--- src/rtl/modn_sequencer.sv ---
// modn_sequencer: parametrised modulo-MODULUS state sequencer.
// Supports up/down stepping, synchronous clear, and a range-checked parallel
// load. It produces a wrap pulse and a load-error pulse, and carries a
// STAGES-deep registered history line of past states.
// Optional build macro MODN_SEQ_GRAY_OUT_EN adds a registered Gray-coded copy
// of the state (state_gray) and makes the history line carry Gray codes.
// Legal configuration: MODULUS in 2..2**WIDTH, STAGES >= 1.
module modn_sequencer #(
    parameter int WIDTH   = 2,
    parameter int MODULUS = 3,
    parameter int STAGES  = 3
) (
    input  logic                      clk,
    input  logic                      rst_n,
    input  logic                      en,
    input  logic                      dir,
    input  logic                      clr,
    input  logic                      load,
    input  logic [WIDTH-1:0]          load_val,
    output logic [WIDTH-1:0]          state,
    output logic                      wrap,
    output logic                      load_err,
    output logic [STAGES*WIDTH-1:0]   hist
`ifdef MODN_SEQ_GRAY_OUT_EN
    ,
    output logic [WIDTH-1:0]          state_gray
`endif
);

    // Terminal value, and the modulus widened by one bit so that a
    // MODULUS of 2**WIDTH is still representable in the load range check.
    localparam logic [WIDTH-1:0] LAST    = WIDTH'(MODULUS - 1);
    localparam logic [WIDTH:0]   MOD_EXT = (WIDTH + 1)'(MODULUS);

    function automatic logic [WIDTH-1:0] to_gray(input logic [WIDTH-1:0] b);
        return b ^ (b >> 1);
    endfunction

    logic [WIDTH-1:0]        state_q;
    logic [WIDTH-1:0]        state_nxt;
    logic                    wrap_q;
    logic                    wrap_nxt;
    logic                    err_q;
    logic                    err_nxt;
    logic [WIDTH-1:0]        hist_in;
    logic [STAGES*WIDTH-1:0] hist_q;

`ifdef MODN_SEQ_GRAY_OUT_EN
    logic [WIDTH-1:0] gray_q;
    assign hist_in    = gray_q;
    assign state_gray = gray_q;
`else
    assign hist_in = state_q;
`endif

    // Next-state selection with priority clr > load > en > hold.
    // The terminal compares are explicit, so the state never relies on
    // natural overflow to wrap.
    always_comb begin
        // NOTE: every output of this block gets a default first, so no path leaves it unassigned and no latch is inferred.
        state_nxt = state_q;
        wrap_nxt  = 1'b0;
        err_nxt   = 1'b0;
        if (clr) begin
            state_nxt = '0;
        end else if (load) begin
            if ({1'b0, load_val} < MOD_EXT) begin
                state_nxt = load_val;
            end else begin
                state_nxt = LAST;
                err_nxt   = 1'b1;
            end
        end else if (en) begin
            if (!dir) begin
                if (state_q == LAST) begin
                    state_nxt = '0;
                    wrap_nxt  = 1'b1;
                end else begin
                    state_nxt = state_q + WIDTH'(1);
                end
            end else begin
                if (state_q == '0) begin
                    state_nxt = LAST;
                    wrap_nxt  = 1'b1;
                end else begin
                    state_nxt = state_q - WIDTH'(1);
                end
            end
        end
    end

    // All registers: state, pulses, and the free-running history line
    // (which ignores en, clr and load).
    always_ff @(posedge clk or negedge rst_n) begin
        if (!rst_n) begin
            state_q <= '0;
            wrap_q  <= 1'b0;
            err_q   <= 1'b0;
            // NOTE: the history line is a register array that must read 0 straight after reset, so it is reset explicitly like any other state.
            hist_q  <= '0;
`ifdef MODN_SEQ_GRAY_OUT_EN
            gray_q  <= '0;
`endif
        end else begin
            // NOTE: non-blocking assignments here, so every stage samples its pre-edge value and the shift line behaves as a true pipeline.
            state_q <= state_nxt;
            wrap_q  <= wrap_nxt;
            err_q   <= err_nxt;
            hist_q[0 +: WIDTH] <= hist_in;
            for (int k = 1; k < STAGES; k++) begin
                hist_q[k*WIDTH +: WIDTH] <= hist_q[(k-1)*WIDTH +: WIDTH];
            end
`ifdef MODN_SEQ_GRAY_OUT_EN
            gray_q  <= to_gray(state_nxt);
`endif
        end
    end

    assign state    = state_q;
    assign wrap     = wrap_q;
    assign load_err = err_q;
    assign hist     = hist_q;

endmodule

--- config.mk ---
export PLATFORM = sky130hd
export DESIGN_NAME = modn_sequencer
export DESIGN_NICKNAME = d
export VERILOG_FILES = /design/src/rtl/modn_sequencer.sv
export SDC_FILE = /design/constraint.sdc
export NUM_CORES = 1
export LEC_CHECK = 0
export BUFFER_PORTS_ARGS = -buffer_cell sky130_fd_sc_hd__buf_2
export CELL_PAD_IN_SITES_DETAIL_PLACEMENT = 1
export CELL_PAD_IN_SITES_GLOBAL_PLACEMENT = 2
export CORE_MARGIN = 4
export CORE_UTILIZATION = 28
export CTS_BUF_LIST = sky130_fd_sc_hd__clkbuf_4
export DETAILED_ROUTE_END_ITERATION = 8
export HOLD_SLACK_MARGIN = 0.05
export PLACE_DENSITY_LB_ADDON = 0.1
export SKIP_LAST_GASP = 1
export SLEW_MARGIN = 20
export SYNTH_ARGS = -nofsm -noshare
export SYNTH_HDL_FRONTEND = slang
export SYNTH_SLANG_ARGS = --single-unit
--- constraint.sdc ---
create_clock -name clk -period 1.6 [get_ports clk]
set_clock_uncertainty 0.2 [all_clocks]
set_input_delay 0 -clock clk [delete_from_list [all_inputs] [get_ports clk]]
set_output_delay 0 -clock clk [all_outputs]
set_load 0.02 [all_outputs]
After elaboration in Yosys (flattened, before gate mapping):

Index checks and enable logic that the tools add are counted.

* bits in writable memories: 0
* input bits: 8
* ROM bits: 0
* latch bits: 0
* memories kept: 0
* output and inout bits: 10
* logic and storage cells: 26
* flip-flop bits (word level): 10

* muxes and demuxes: 16
* bitwise logic cells: 0
* add/sub/neg operators: 2
* $lt $le $gt $ge: 1
* multipliers: 0
* reductions and logical operators: 2
* eq/ne operators: 1
* shift-type cells: 0
* divide/modulo/power cells: 0

Operator list (number)
* $mux W2: 7
* $mux W1: 9
* $reduce_bool A3 Y1: 1
* $add A2 B1 Y2 const B: 1
* $eq A2 B2 Y1 const B: 1
* $logic_not A2 Y1: 1
* $lt A2 B2 Y1 const B: 1
* $sub A2 B1 Y2 const B: 1

Longest topological paths before layout:

Gate-level depths: netlist (run 1).

* word-level depth: 6
* gate-level depth with buffers: 5
* gate-level depth less buffers: 5

Worst setup path after synthesis (run 1):

OpenSTA, ideal clock, no wires.

* path kind: register -> register
* from: register state_q[0] (netlist: state[0])
* to: register state_q[1] (netlist: state[1])
* data required time: 1296 ps
* stages on the path, launching flop included: 6
* setup time: 104 ps
* arrival: 1250 ps
* path buffers: 0
* slack: 46 ps
* clock period less this slack: 1554 ps
* cells stage by stage: dfrtp_1 -> inv_1 -> ha_1 -> nand2_1 -> o211ai_1 -> a221oi_1

* longest elaborated chain between the ends: 6
* elaborated cells between the ends (all ways): 10
* those cells by class: 2 x add/sub; 1 x eq/ne; 6 x mux; 1 x reduce/logical

Ends and longest elaborated chain
* start, declared: RTL line 39 `logic [WIDTH-1:0] state_q;`
* start signal, assigned: RTL line 106 `state_q <= state_nxt;`
* $add A2 B1 Y2 (tied with other cells): RTL line 79 `state_nxt = state_q + WIDTH'(1);`
* $mux W2, on equally long branches: RTL line 75, 82
* $mux W2 (*): RTL line 74 `if (!dir) begin`
* $mux W2 (*): RTL line 73 `end else if (en) begin`
* $mux W2 (*): RTL line 66 `end else if (load) begin`
* $mux W2 (*): RTL line 64 `if (clr) begin`

Every way passes the cells marked *; elsewhere a longest branch is shown, timed or not. The select of a mux whose other input is x is not followed.
A chain may end at the register's enable or synchronous reset.

Final worst setup path (run 1):

* from: register state_q[1] (netlist: state[1])
* to: register state_q[0] (netlist: state[0])

* longest elaborated chain between the ends: 6
* elaborated cells between the ends (all ways): 8
* those cells by class: 1 x eq/ne; 6 x mux; 1 x reduce/logical

Ends and longest elaborated chain (RTL line)
* $eq A2 B2 Y1 or $logic_not A2 Y1 (tied branches): 75, 82
* $mux W2, on equally long branches: 75, 82
* $mux W2 (*): 74
* $mux W2 (*): 73
* $mux W2 (*): 66
* $mux W2 (*): 64

Marked as above.

==> results of run 1 <==
[worst paths after layout]
kind | depth (start not counted) | slack, ns | endpoint | from
max in group asynchronous | 3 | 0.38 | hist[5] | rst_n
max | 5 | 0.12 | state[0] | state[1]
max reg2reg | 5 | 0.12 | state[0] | state[1]
min | 0 | 0.18 | hist[5] | hist[3]
min reg2reg | 0 | 0.18 | hist[5] | hist[3]
min in group asynchronous | 3 | 0.53 | hist[2] | rst_n
[synthesized netlist by cell type]
cell / instances
a21oi_2: 1
mux2i_1: 2
nor4_1: 1
nand3_1: 1
a211o_1: 1
a21oi_1: 1
o211ai_1: 1
a221oi_1: 1
ha_1: 5
inv_1: 4
nor2_1: 1
nor3_1: 1
nand2_1: 2
dfrtp_1: 10
[placed cells by master (no fill, tap or decap), types with 2 or more instances in the layout]
| cell | instances |
|---|---|
| buf_2 | 17 |
| nand2_1 | 2 |
| ha_1 | 5 |
| dlygate4sd3_1 | 9 |
| buf_4 | 2 |
| clkbuf_4 | 3 |
| inv_1 | 4 |
| mux2i_1 | 2 |
| dfrtp_1 | 10 |
[layout make-up]
cell class | instances | area share, %
sequential | 10 | 38.5
timing repair buffer | 28 | 29.3
multi-input combinational | 18 | 22.9
clock buffer | 3 | 3.47
tap | 15 | 2.89
inverter | 4 | 2.31
clock inverter | 1 | 0.578
[registers in the layout, summed over array words and instances, names as in the netlist]
signal	flops
load_err	1
wrap	1
hist	6
state	2
[report_power, final]
part           switching [uW]  total [uW]  internal (uW)  leakage [uW]
combinational            63.0         112           49.3      0.000207
sequential               7.59         276            268      0.000132
clock                    81.9         172           90.0     0.0000154
[per-layer routing]
metal | vias to the layer above | share of wire, % | GRT usage [%] | wire length (microns)
met4 | 0 | 4.2 | 7.39 | 46
li1 | 172 | - | - | -
met2 | 18 | 48 | 20.3 | 524
met1 | 169 | 38 | 11.6 | 420
met3 | 4 | 9.5 | 3.91 | 104
met5 | - | 0 | 0 | 0
[stage by stage]
stage	util [%]	cell area (sq um)	setup slack (ns)
4_1_cts	48.1	649	0.0966
2_1_floorplan	-	414	0.0459
3_3_place_gp	39.5	533	0.134
3_5_place_dp	39.5	533	0.110
6_report	48.1	649	0.124
5_1_grt	48.1	649	0.0333
[logic make-up (layout without fill, tap and decap cells)]
| group | Yosys count | after routing | share of synthesized area, % |
|---|---|---|---|
| flops | 10 | 10 | 60.4 |
| buf+inv | 4 | 36 | 3.62 |
| compound gates | 5 | 5 | 9.37 |
| mux | 2 | 2 | 4.83 |
| fa+ha+maj | 5 | 5 | 15.1 |
| simple gates | 6 | 6 | 6.64 |
[worst max-delay path, delay by kind of cell, from the launching register on]
kind	cells	cell delay (ns)
AO/OA/AOI/OAI	2	0.44
flip-flops	1	0.42
adder cells (fa/ha/maj)	1	0.16
buffers and inverters	1	0.11
multiplexers	1	0.08
==> impl_results.md, run 1 <==
* Clk slew on worst S/H paths at around 0.06 ns
* WS Path Type: reg -> reg
* Crit path time final at 1.48 ns
* CTS tree: done
* Peak supply drop at just over 0.3 mV
* Synth warn at 0
* Lkg Pwr at 0.000355 uW
* DRT Pass-1 Iters at 4
* Die W at roughly 46 microns
* Max clock buf depth at 2
* Largest area contributor in the netlist: dfrtp_1
* GRT overflow at 0
* Post-DP HPWL at 798 microns
* Worst-Margin Slew at 0.420 ns
* Slew Limit Fails at 0
* Max Fclk at 0.678 GHz
* DRT iter0 DRCs at 9
* Crit-path cells: inv_1 > ha_1 > mux2i_1 > a211o_1 > a21oi_2
* Final Hold Violating Endpoints at 0
* HP Class: reg -> reg
* Postcts setup bufs at 0
* Root buf cell: clkbuf_4
* CP max FO at 4
* Post-Synthesis Cells at 32
* Global Route Usage Sum at 11.7%
* Post-CTS Hold Buffers at 9
* Placed cells at 66
* Outcome: finished, final reports clean
* Htree depth at 1
* # setup viols final at 0
* Syn_nets at 45
* RePlAce Congestion at 0.807
* Vias per inst at 4.59
* Final WL at 1.10 mm
* Clk sink count at 10
* CP peak stage delay at 0.42 ns
* Multi-input logic area at 149 sq um
* Io pins at 18
* Fillcell total at 168
* P per Cell Area at 862 nW/um^2
* Post-Syn Area at 414 sq um
* Area share of the largest cell type after synthesis at 60.4%
* Post-synthesis sequential area ratio at 60.4%
* Die ar. at between 2000 and 2500 sq um
* Vias in the first global route at around 390
* Slowest CP cell: dfrtp_1
* Crit path DAT at 1.47 ns
* Unrepaired setup endpoints after global routing: false
* CP startpoint kind: register
* Yosys reg bits at 10
* Post-Syn Area per Cell at 12.9 sq um
* Initial antenna violation count at 0
* Nets@finish at 78
* Register Area at between 200 and 300 sq um
* Hold_ws at approximately 0.18 ns
* Max-cap violations at 0
* CP Capture Type: register
* Clock Latency Late Sink at 0.26 ns
* Post-route non-filler standard cell count at 79
* Largest net degree at the start of global routing at 11
* DR WL/cell at 13.9 microns
* Core area at 1350 sq um
* Tot Pwr at around 560 uW
* Main area contributors after synthesis: dfrtp_1 60%, ha_1 15%, mux2i_1 4.8%
* Die Span Y at 46.5 microns
* Area growth, synth to finish at 56.8%
* Drt drc at 0
* Rel. slew slack at 71.9%
* Rows at 13
* N_diodes at 0
* Share of post-route cells with drive strength above 1 at 35.9%
* Post-cts resize count at 0
* Final Cycle Share at 92.2%
* Number of port buffers at 17
* Detailed-route via count at 363
* Setup TNS at 0 ns
* Distinct cells, synth at 14
* Starting Density at 30.7%
* Antenna viol nets, final at 0
* Worst path required time at 1.59 ns
* Num CTS Buffers at 3
* Global-route wire length before repair at 1.68 mm
Note: power is estimated with default switching activity, not from simulation.
==> inputs of run 2 (changes only) <==
Clock period 1.6 ns to 1.5 ns, I/O delays scaled along.
==> run 2 against run 1 <==
Count of clock-buffer cells in the layout is the same; hold slack lost 0.011 ns; global-route usage grew 0.13 points; power grew 4.7%; sequential cell count is the same; first-iteration DRC count shrank 100%; die area is the same; register-to-register slack lost 0.09 ns; non-clock buffer count shrank 1; core utilization is the same; sequential share of layout area grew 0.39 points.
==> impl_results.md, run 2 (synthesized netlist as in run 1, its figures left out) <==
* Outcome: finished, final reports clean
* P per Cell Area at 903 nW/um^2
* Commonest non-fill, non-tap cell in the layout: buf_2
* CP startpoint kind: register
* Crit path time final at about 1.5 ns
* Die Span Y at around 46 microns
* Met2 routed WL at roughly 550 microns
* Nets@finish at 77
* Num CTS Buffers at 3
* DRT Pass-1 Iters at 1
* DRT iter0 DRCs at 0
* Htree depth at 1
* Initial antenna violation count at 0
* Die ar. at 2160 sq um
* WS Path Type: reg -> reg
* Fillcell total at 145
* Detailed-route via count at about 360
* Clock Latency Late Sink at 0.25 ns
* Max Fclk at 0.682 GHz
* Slew Limit Fails at 0
* Crit. Startpoint: state[1]
* Crit-path cells: inv_2 > ha_1 > nand2_1 > o211ai_1 > a221oi_2
* Cells on worst reg2reg path at 5
* RePlAce Congestion at 0.827
* CP peak stage delay at 0.43 ns
* CP max FO at 3
* Min-delay src: hist[1]
* # setup viols final at 0
* Worst path required time at 1.45 ns
* Starting Density at 30.7%
* Hold path endpoint: hist[3]
* DR WL/cell at 13.7 microns
* CTS tree: done
* R2R setup slack at 0.03 ns
* Vias per inst at 4.62
* Largest net degree at the start of global routing at 11
* Global Route Usage Sum at 11.8%
* Crit path buffers/inverters at 1
* Leading cell types in the layout, fill and taps excluded: 17 x buf_2, 8 x dfrtp_1, 8 x dlygate4sd3_1
* Final WL at about 1.1 mm
* Peak supply drop at around 0.26 mV
* Global-route wire length before repair at 1.69 mm
* Postcts setup bufs at 0
* Clk sink count at 10
* Slowest CP cell: dfrtp_2
* GRT overflow at 0
* Core area at 1350 sq um
* Die W at 46.5 microns
* Delay-heaviest family, CP: flip-flops
* Lkg Pwr at about 0.00035 uW
* CP Capture Type: register
* Setup TNS at 0 ns
* Root buf cell: clkbuf_4
* N_diodes at 0
* Uppermost layer routed: met4
* Drt drc at 0
* HP Class: reg -> reg
* Rel. slew slack at 70.5%
* Vias in the first global route at 400
* Crit path DAT at 1.42 ns
* Max clock buf depth at 2
* Final Cycle Share at 97.7%
* Share of post-route cells with drive strength above 1 at 46.8%
* DR WL met3 at slightly above 90 microns
* Area growth, synth to finish at 56.8%
* Worst hold path depth at 0
* Reg2Reg Launch Point: state[1]
* Clk slew on worst S/H paths at 0.06 ns
* Worst-Margin Slew at 0.441 ns
* Rows at 13
* Final Hold Violating Endpoints at 0
* Max-cap violations at 0
* Max reg flops at 6
* Unrepaired setup endpoints after global routing: true
* Tot Pwr at 586 uW
* Worst r2r dst: state[1]
* Post-Route M1 WL at 405 microns
* Post-DP HPWL at 778 microns
* Number of port buffers at 17
* Io pins at 18
* Antenna viol nets, final at 0
-- run 2: worst max-delay path by stage --
| stage | to | slack, ns | cells after the start |
|---|---|---|---|
| after global placement | state[1] | 0.007 | 5 |
| after floorplan | state[1] | 0.03 | 5 |
| after global routing | state[1] | -0.003 | 5 |
| final | state[1] | 0.03 | 5 |
| after CTS | state[1] | 0.01 | 5 |
| after detailed placement | state[1] | -0.01 | 5 |
-- run 2: worst register-to-register path, cell delays in order (launching register included) --
cell and delay (ns):
dfrtp_2 0.43, inv_2 0.08, ha_1 0.22, nand2_1 0.07
o211ai_1 0.12, a221oi_2 0.25
-- run 2: per-layer routing --
metal | track usage [%] | vias to the layer above
met1 | 12.5 | 168
met5 | 0 | -
li1 | - | 172
met3 | 1.17 | 2
met4 | 10.2 | 0
met2 | 20.3 | 14
-- run 2: final cells by class --
class | count | area (sq um) | share of cell area (%)
flip-flops and latches | 10 | 253 | 38.9
inverters | 4 | 15.0 | 2.31
well taps | 15 | 18.8 | 2.89
repair buffers | 27 | 180 | 27.7
clock buffers | 3 | 22.5 | 3.47
multi-input cells | 18 | 160 | 24.7
-- run 2: power breakdown --
group | total (uW) | switching, uW | internal [uW]
Combinational | 122 | 69.1 | 52.9
Sequential | 295 | 7.91 | 287
Clock | 170 | 77.8 | 91.9
Total | 586 | 155 | 432
-- run 2: per-stage QoR --
stage / area [sq um] / cells / setup WS [ns] / util [%] / hold WS, ns
after floorplan: 417 / 32 / 0.0288 / - / -0.496
after global placement: 536 / 66 / 0.00705 / 39.7 / -0.341
after detailed placement: 536 / 66 / -0.0112 / 39.7 / -0.331
after CTS: 648 / 78 / 0.0122 / 48.0 / 0.168
after global routing: 649 / 77 / -0.00312 / 48.1 / 0.187
final: 649 / 77 / 0.0338 / 48.1 / 0.167
-- run 2: what timing repair did --
action                                  4_1_cts  5_1_grt
hold buffers                                  9        0
endpoints found under the setup margin        0        3
endpoints found under the hold margin        14        0
gates resized for setup                       0        4
==> inputs of run 3 (changes only) <==
Settings changed: CELL_PAD_IN_SITES_DETAIL_PLACEMENT 1 to default, CELL_PAD_IN_SITES_GLOBAL_PLACEMENT 2 to default, CORE_AREA from default to 4 4 41 43, CORE_MARGIN 4 to default, CORE_UTILIZATION 28 to default, DIE_AREA from default to 0 0 45 47, PLACE_DENSITY_LB_ADDON 0.1 to default.
==> run 3 against run 2 <==
Count of clock-buffer cells in the layout unchanged; non-clock buffer count is 1 higher; maximum frequency is 2.1% higher.
==> impl_results.md, run 3 (synthesized netlist as in run 1, its figures left out) <==
* Nets@finish at 78
* HP Class: reg -> reg
* DR WL met3 at 79 microns
* Final WL at 877 microns
* Crit path buffers/inverters at 3
* Num CTS Buffers at 3
* Peak supply drop at 0.314 mV
* Global-route wire length before repair at 1.39 mm
* Number of port buffers at 17
* CTS tree: done
* Clk slew on worst S/H paths at roughly 0.06 ns
* DR WL/cell at 11.2 microns
* Worst-Margin Slew at around 0.45 ns
* Clock network power share at 28.9%
* Rows at 13
* RePlAce Congestion at about 0.73
* R2R setup slack at 0.09 ns
* Slowest CP cell: dlygate4sd3_1
* Final Cycle Share at about 96%
* Htree depth at 1
* Antenna viol nets, final at 0
* CP Capture Type: register
* Sw Ratio at 25.8%
* Hold path endpoint: hist[2]
* Internal power at 432 uW
* Met2 routed WL at between 400 and 500 microns
* CP max FO at 6
* Delay-heaviest family, CP: buffers and inverters
* Unrepaired setup endpoints after global routing: false
* Global Route Usage Sum at roughly a tenth
* Crit-path cells: dlygate4sd3_1 > buf_2 > nand2_1 > nor3_1 > dlygate4sd3_1
* Detailed-route via count at roughly 360
* Max-cap violations at 0
* Area growth, synth to finish at 58.0%
* Max clock buf depth at 2
* Die Span Y at 47 microns
* Crit path DAT at 1.43 ns
* CP peak stage delay at 0.56 ns
* Starting Density at 31.8%
* Post-DP HPWL at 669 microns
* N_diodes at 0
* Max reg flops at 6
* DRT iter0 DRCs at 1
* Hold_ws at between 0.15 and 0.2 ns
* Worst path required time at 1.49 ns
* Comb pwr share at roughly a fifth
* CP startpoint kind: input pin
* Die W at 45 microns
* Rel. slew slack at 70.0%
* Commonest non-fill, non-tap cell in the layout: buf_2
* Root buf cell: clkbuf_4
* Most numerous cell on the critical path: dlygate4sd3_1
* Final Hold Violating Endpoints at 0
* Die ar. at 2120 sq um
* Leading cell types in the layout, fill and taps excluded: 17 x buf_2, 9 x dlygate4sd3_1, 8 x dfrtp_1
* Core area at 1300 sq um
* Vias in the first global route at 330
* Post-Route M1 WL at 368 microns
* Flop pwr share at roughly half
* Share of post-route cells with drive strength above 1 at 44.4%
* GRT overflow at 0
* Lkg Pwr at 0.000352 uW
* Setup TNS at 0 ns
* Slew Limit Fails at 0
* P_sw at 150 uW
* Worst r2r dst: state[0]
* P per Cell Area at 889 nW/um^2
* DRT Pass-1 Iters at 2
* Reg2Reg Launch Point: state[1]
* Outcome: finished, final reports clean
* Clk sink count at 10
* Fillcell total at 125
* Drt drc at 0
* Min-delay src: hist[0]
* Crit path time final at 1.44 ns
* Io pins at 18
* # setup viols final at 0
* Vias per inst at 4.55
* Max Fclk at 0.696 GHz
* Tot Pwr at around 580 uW
* Clock Latency Late Sink at ~0.25 ns
* Largest net degree at the start of global routing at 11
* Cells on worst reg2reg path at 5
* Initial antenna violation count at 0
* Postcts setup bufs at 0
* WS Path Type: in -> reg
* Worst hold path depth at 0
* Uppermost layer routed: met3
[run 3: power groups by stage]
stage / clock (uW) / sequential, uW / combinational (uW)
2_1_floorplan: 0 / 322 / 27.7
3_3_place_gp: 0 / 298 / 99.2
3_5_place_dp: 0 / 299 / 102
4_1_cts: 182 / 294 / 118
5_1_grt: 194 / 296 / 131
6_report: 168 / 294 / 120
[run 3: routing by layer]
metal	up-vias	GRT usage, %
met3	0	3.45
met4	0	7.02
met1	165	11.5
met5	-	0
li1	177	-
met2	13	14.7
[run 3: worst max path at each step]
stage,start,endpoint,slack [ns],cells after the start
after floorplan,state[0],state[1],0.03,5
final,load,load_err,0.06,5
after CTS,state[0],state[1],0.009,5
after global routing,load,load_err,0.003,5
after detailed placement,state[0],state[1],0.02,5
after global placement,state[1],state[1],0.04,5
[run 3: what timing repair did]
item,CTS,global route
endpoints found under the hold margin,14,0
resized for setup,0,3
setup endpoints to repair,0,2
hold buffers,9,0
[run 3: final cells by class]
type | count | area, sq um | area share [%]
Multi-Input combinational cell | 18 | 155 | 23.7
Clock buffer | 3 | 22.5 | 3.44
Inverter | 4 | 15.0 | 2.29
Tap cell | 15 | 18.8 | 2.87
Sequential cell | 10 | 253 | 38.6
Timing Repair Buffer | 28 | 190 | 29.1
[run 3: stage by stage]
step	utilization, %	setup WS (ns)	cell area [sq um]	cells
final	50.3	0.0639	654	78
after global routing	50.3	0.00290	654	78
after CTS	49.8	0.00878	648	78
after detailed placement	41.2	0.0250	536	66
after global placement	41.2	0.0419	536	66
after floorplan	-	0.0288	417	32
